File: src/rtl/bitonic_merge_pipe.sv
// bitonic_merge_pipe
//   Pipelined bitonic merger. A bitonic vector of N elements (W bits each) is
//   sorted into ascending or descending order by S = log2(N) registered
//   compare-exchange stages. Each vector carries its own direction bit, so
//   consecutive vectors may be sorted in different orders.
//
//   Optional feature macro: BITONIC_SIGNED_COMPARE_EN
//     defined   -> elements compared as two's-complement signed values
//     undefined -> elements compared as unsigned values
//
// Ports
//   clk        single clock, rising edge
//   rst        synchronous active-high reset
//   direction  1 = ascending (element 0 smallest), 0 = descending
//   in_valid   IN/direction hold a vector
//   in_ready   block accepts the vector this cycle
//   IN         bitonic input, element i at bits [W*i+W-1 : W*i]
//   out_valid  OUT holds a merged vector
//   out_ready  downstream accepts OUT
//   OUT        merged vector, same packing as IN
//   busy       at least one stage holds a valid vector

module bitonic_merge_pipe #(
  parameter int W = 16,
  parameter int N = 8
) (
  input  logic         clk,
  input  logic         rst,
  input  logic         direction,
  input  logic         in_valid,
  output logic         in_ready,
  input  logic [N*W-1:0] IN,
  output logic         out_valid,
  input  logic         out_ready,
  output logic [N*W-1:0] OUT,
  output logic         busy
);

  localparam int S = $clog2(N);

  // Stage registers. The direction copy is kept for every stage that feeds a
  // later compare; the final stage has no further compare, so a direction bit
  // there would be dead logic.
  logic [N*W-1:0] data_q [S];
  logic [N*W-1:0] data_d [S];
  logic [S-1:0]   valid_q, valid_d;
  logic [S-2:0]   dir_q, dir_d;
  logic           advance;

  // Element ordering used by every compare-exchange.
  function automatic logic greater(input logic [W-1:0] a, input logic [W-1:0] b);
`ifdef BITONIC_SIGNED_COMPARE_EN
    return $signed(a) > $signed(b);
`else
    return a > b;
`endif
  endfunction

  // One half-cleaner layer: pairs (i, i+d) with bit d of i clear. A swap only
  // happens on strict inequality, so equal elements never move.
  function automatic logic [N*W-1:0] cx_stage(input logic [N*W-1:0] v,
                                              input int d,
                                              input logic asc);
    logic [N*W-1:0] r;
    logic [W-1:0]   lo;
    logic [W-1:0]   hi;
    r = v;
    for (int i = 0; i < N; i++) begin
      if ((i & d) == 0) begin
        lo = v[W*i +: W];
        hi = v[W*(i+d) +: W];
        if (asc ? greater(lo, hi) : greater(hi, lo)) begin
          r[W*i +: W]     = hi;
          r[W*(i+d) +: W] = lo;
        end
      end
    end
    return r;
  endfunction

  // Global enable: the whole pipe moves together unless the final stage holds
  // a vector the downstream is not taking. Bubbles enter stage 0 whenever the
  // pipe advances without an input.
  always_comb begin
    advance = !valid_q[S-1] || out_ready;
    for (int s = 0; s < S; s++) begin
      data_d[s] = data_q[s];
    end
    valid_d = valid_q;
    dir_d   = dir_q;
    if (advance) begin
      data_d[0]  = cx_stage(IN, N >> 1, direction);
      valid_d[0] = in_valid;
      dir_d[0]   = direction;
      for (int s = 1; s < S; s++) begin
        data_d[s]  = cx_stage(data_q[s-1], N >> (s + 1), dir_q[s-1]);
        valid_d[s] = valid_q[s-1];
        if (s < S - 1) begin
          dir_d[s] = dir_q[s-1];
        end
      end
    end
  end

  // Reset clears data as well as valid so OUT reads zero after reset and any
  // in-flight or same-cycle vector is discarded.
  always_ff @(posedge clk) begin
    if (rst) begin
      for (int s = 0; s < S; s++) begin
        data_q[s] <= '0;
      end
      valid_q <= '0;
      dir_q   <= '0;
    end else begin
      for (int s = 0; s < S; s++) begin
        data_q[s] <= data_d[s];
      end
      valid_q <= valid_d;
      dir_q   <= dir_d;
    end
  end

  assign in_ready  = advance;
  assign out_valid = valid_q[S-1];
  assign OUT       = data_q[S-1];
  assign busy      = |valid_q;

endmodule

File: config.mk
export PLATFORM = sky130hd
export DESIGN_NAME = bitonic_merge_pipe
export DESIGN_NICKNAME = d
export VERILOG_FILES = /design/src/rtl/bitonic_merge_pipe.sv
export SDC_FILE = /design/constraint.sdc
export NUM_CORES = 1
export LEC_CHECK = 0
export ABC_CLOCK_PERIOD_IN_PS = 4760
export BUFFER_PORTS_ARGS = -buffer_cell sky130_fd_sc_hd__clkbuf_2
export CAP_MARGIN = 5
export CORE_MARGIN = 5
export CORE_UTILIZATION = 55
export DETAILED_ROUTE_END_ITERATION = 6
export PLACE_DENSITY = 0.79
export SLEW_MARGIN = 25
export SYNTH_ARGS = -nofsm -noshare
export SYNTH_HDL_FRONTEND = slang
export SYNTH_SLANG_ARGS = --single-unit
export TNS_END_PERCENT = 30
File: constraint.sdc
create_clock -name clk -period 4.76 [get_ports clk]
set_clock_uncertainty 0.2 [all_clocks]
set_input_delay 0.952 -clock clk [delete_from_list [all_inputs] [get_ports clk]]
set_output_delay 0.952 -clock clk [all_outputs]
set_load 0.03 [all_outputs]
=== Yosys cells after proc, flatten, opt, wreduce, memory -nomap -nowiden ===
Memories as Yosys holds them, arrays and structs flattened.
Cells that the tools add are included.
Widths: inputs -> output; s select.

* Reductions and logical operators: 3
* Order comparisons: 24
* Bitwise operators: 3
* Mux-type cells: 39

{| class="wikitable"
|+ Operators by type and width
! cell !! count
|-
| $gt 16x16->1 || 24
|-
| $mux 128 || 3
|-
| $mux 384 || 1
|-
| $mux 16 || 16
|-
| $mux 32 || 4
|-
| $mux 1 || 15
|-
| $or 1x1->1 || 3
|-
| $reduce_or 3->1 || 1
|-
| $logic_not 1->1 || 1
|-
| $logic_or 1x1->1 || 1
|}

* Bits in writable memories: 384
* Memories kept: 1
* Output and inout port bits: 131
* Word-level logic and storage cells: 72
* Bits in registers: 5

{| class="wikitable"
|+ Memory list
! name !! depth !! bits a word !! read ports !! clocked after Yosys merged registers in !! wr ports !! RTL line !! text
|-
| data_q || 3 || 128 || 3 || 0 || 3 || 44 || <nowiki>logic [N*W-1:0] data_q [S];</nowiki>
|}

=== Longest topological paths before layout ===
* Word-level depth: 5
* Gate-level depth with buffers: 11

=== Least setup slack after synthesis ===
Ideal clock, no wire load.

* Path type: input-to-reg
* From: input IN[30]
* To: memory data_q[0][95] in the netlist's numbering
* Required time: 4.445 ns
* Setup slack: 1.543 ns
* Data arrival time: 2.902 ns
* Buffers on the path: 2
* Stages: 10
* Cell sequence: inv_1 ha_1 nand4_1 nor3_1 a21boi_1 nor4b_1 mux2_2 buf_4 clkbuf_1 a2111oi_0

{| class="wikitable"
|+ RTL lines
! what !! RTL line !! text
|-
| from (decl) || 32 || <nowiki>input logic [N*W-1:0] IN,</nowiki>
|-
| to (decl) || 44 ||
|}

==> summary.md <==
| Metric | Value |
|---|---|
| TritonCTS Sinks | 389 |
| CTS H-Tree Depth | 2 |
| Placed cells | 3107 |
| Status | finished, final reports clean |
| Leak | 11.9 nW |
| Starting density of the core | 0.554 |
| Total power | 0.0104 W |
| Arrival time of the worst setup path | 3.97 ns |
| Fin Hold WS | 0.267 ns |
| Die area | 46200 sq um |
| Fin crit share | 0.794 |
| Core area | 41800 sq um |
| Sequential area share after synthesis | 0.337 |
| Buffer count from post-CTS setup fixing | 0 |
| RSZ-0062 raised after global routing | no |
| Non-Filler Instances | 3185 |
| Vias in the first global route | 18039 |
| WP buf/inv | 2 |
| Synthesized flop and latch total | 389 |
| Slew @ Worst Pin | 1.02 ns |
| Final setup viols | 0 |
| Post-synth top area share | 0.337 |
| GP Congestion | 0.942 |
| Post-route ant nets | 0 |
| Critical path origin | data_q[0][30] |
| Worst setup EP type | flop |
| Resize count post-CTS | 0 |
| Avg Cell Area, Syn | 8.92 sq um |
| Pin count of the biggest net entering global routing | 206 |
| Drt drc | 0 |
| FFs w/ async S/R, synth | 0 |
| Count leader, synth | nor2_1 |
| Ranking of synthesized cells by area | dfxtp_1 (34%), mux2i_1 (14%), a211oi_1 (10%), ha_1 (10%), nor2_1 (6.6%) |
| Fillers | 3619 |
| Max-Cap Viols | 0 |
| CP required | 4.95 ns |
| Die Span Y | 215 um |
| Nets | 2938 |
| Routed WL | 64.7 mm |
| CTS tree | done |
| Setup_tns | 0 ns |
| Detailed placer's ending HPWL | 49.4 mm |
| Nature of the critical path startpoint | flop |
| Max incr delay on CP | 0.82 ns |
| Synth Instances | 2591 |
| DIE WIDTH | 215 um |
| Reg2Reg Setup Slack | 0.98 ns |
| HP Start | valid_q[0] |
| Worst Setup Path Type | flop to flop |
| Maximum clock insertion buffer count | 3 |
| Final min period | 3.78 ns |
| Clk slew on worst S/H paths | 0.06 ns |
| Vias | 18670 |
| Synth Net Count | 2916 |
| GRT Total Usage | 0.269 |
| Port bufs | 263 |
| Maximum VDD drop | 197 uV |
| Hold WC Path Type | flop to flop |
| Worst-skew pair later-pin latency | 0.55 ns |
| First drt pass iteration count | 6 |
| Post-synth EDFFs | 0 |
| Max-slew violation count | 0 |
| Slowest cell on crit path | mux2i_4 |
| Drt via density | 5.86 |
| Top post-synthesis cells by count | nor2_1 (406), dfxtp_1 (389), mux2i_1 (322), a211oi_1 (320), inv_1 (197) |
| Initial DRC count | 1595 |
| Max Clock Freq | 265 MHz |
| Synthesized cell area | 23100 sq um |
| Headroom to the max-slew limit | 0.305 |
| Yosys cell types | 41 |
| Fin. Hold Viols | 0 |
| Max FO, Critical Path | 22 |
| Initial antenna violation count | 7 |
| Worst reg2reg path startpoint | data_q[0][30] |
| Post-CTS Hold Buffers | 0 |
| Final core utilization | 0.598 |
| Clk root buf | clkbuf_16 |
| Wire per inst | 20.3 um |
| Worst path cell trace | inv_1, ha_1, nand4_1, nor4_1, a21boi_1, nor3_2, mux2i_4, buf_4, mux2i_1, a211oi_1 |
| P per Cell Area | 418 nW/um^2 |
| Share of cells above drive strength 1 | 0.154 |
| Synth Warn # | 0 |
| First-pass GRT wire length | 101 mm |
| Total gr overflow | 0 |
| Synth-to-Final Area Change | 7.93% |
| Synth Flop Type | dfxtp_1 |
| Ports | 264 |
| Row count | 75 |
| Synth area leader | dfxtp_1 |
| Family with the most delay on the worst path | multiplexers |
| TritonCTS Buffers | 43 |
-- tightest hold or removal path: cells and delay by family (launching register included) --
| kind | cells | cell delay [ns] |
|---|---|---|
| simple gates | 1 | 0.06 |
| compound gates | 1 | 0.05 |
| flops | 1 | 0.32 |
-- where the power goes --
| part | internal (W) | leakage [nW] | switching [W] |
|---|---|---|---|
| Combinational | 0.00124 | 7.98 | 0.00170 |
| Sequential | 0.00363 | 3.21 | 0.000435 |
| Clock | 0.00205 | 0.709 | 0.00137 |
| Total | 0.00693 | 11.9 | 0.00350 |
-- final timing paths --
path / end / cells after the start
worst min register to register: valid_q[0] / 2
worst max register to register: data_q[0][186] / 10
worst max-delay path: data_q[0][186] / 10
worst min-delay path: valid_q[0] / 2
-- registers in the layout (all words and copies together) (netlist names) --
signal   count
valid_q      3
data_q     384
dir_q        2
-- layer usage --
layer	GRT usage	routed length [um]	vias to the layer above
li1	-	-	9223
met1	0.380	30000	8765
met2	0.428	28900	577
met3	0.0484	4130	101
met4	0.0698	1600	4
met5	0	34	-
-- layout make-up --
cell class / count / area (sq um) / share of cell area
multi-input cells: 1697 / 12700 / 0.509
flip-flops and latches: 389 / 7790 / 0.312
diodes: 4 / 10.0 / 0.000401
repair buffers: 284 / 1570 / 0.0630
clock inverters: 19 / 246 / 0.00988
well taps: 539 / 674 / 0.0270
clock buffers: 55 / 1200 / 0.0481
inverters: 198 / 751 / 0.0301
-- cells in the final DEF (no fill, tap or decap), types with 7 or more instances in the layout --
cell type    n
nand4_1     26
a21oi_1    117
buf_12       7
a211oi_1   320
nor4_1      10
a221o_1     11
a221oi_2    30
a21o_1      13
nor3_1      34
o21ai_0     21
nand2_1     52
nor2_1     406
mux2i_4     11
mux2i_1    322
nand2b_1    30
a2111oi_0   31
clkbuf_8     8
clkbuf_16   43
buf_4       14
inv_1      197
nand3_1     24
dfxtp_1    389
ha_1       192
nor2b_1      7
clkbuf_2   262
-- logic make-up after synthesis --
logic type               after synthesis  synth area share
buffers and inverters                505             0.114
flip-flops                           389             0.337
multiplexers                         334             0.151
adder cells (fa/ha/maj)              192             0.104
AND/OR/NAND/NOR                      605             0.112
AO/OA/AOI/OAI                        566             0.183
-- per-stage QoR --
step / instance area, sq um / setup slack, ns
4_1_cts: 24900 / 1.01
6_report: 25000 / 0.982
3_3_place_gp: 23500 / 0.919
5_1_grt: 24900 / 0.802
3_5_place_dp: 23500 / 0.708
2_1_floorplan: 23100 / 1.54
Note: power is estimated with default switching activity, not from simulation.
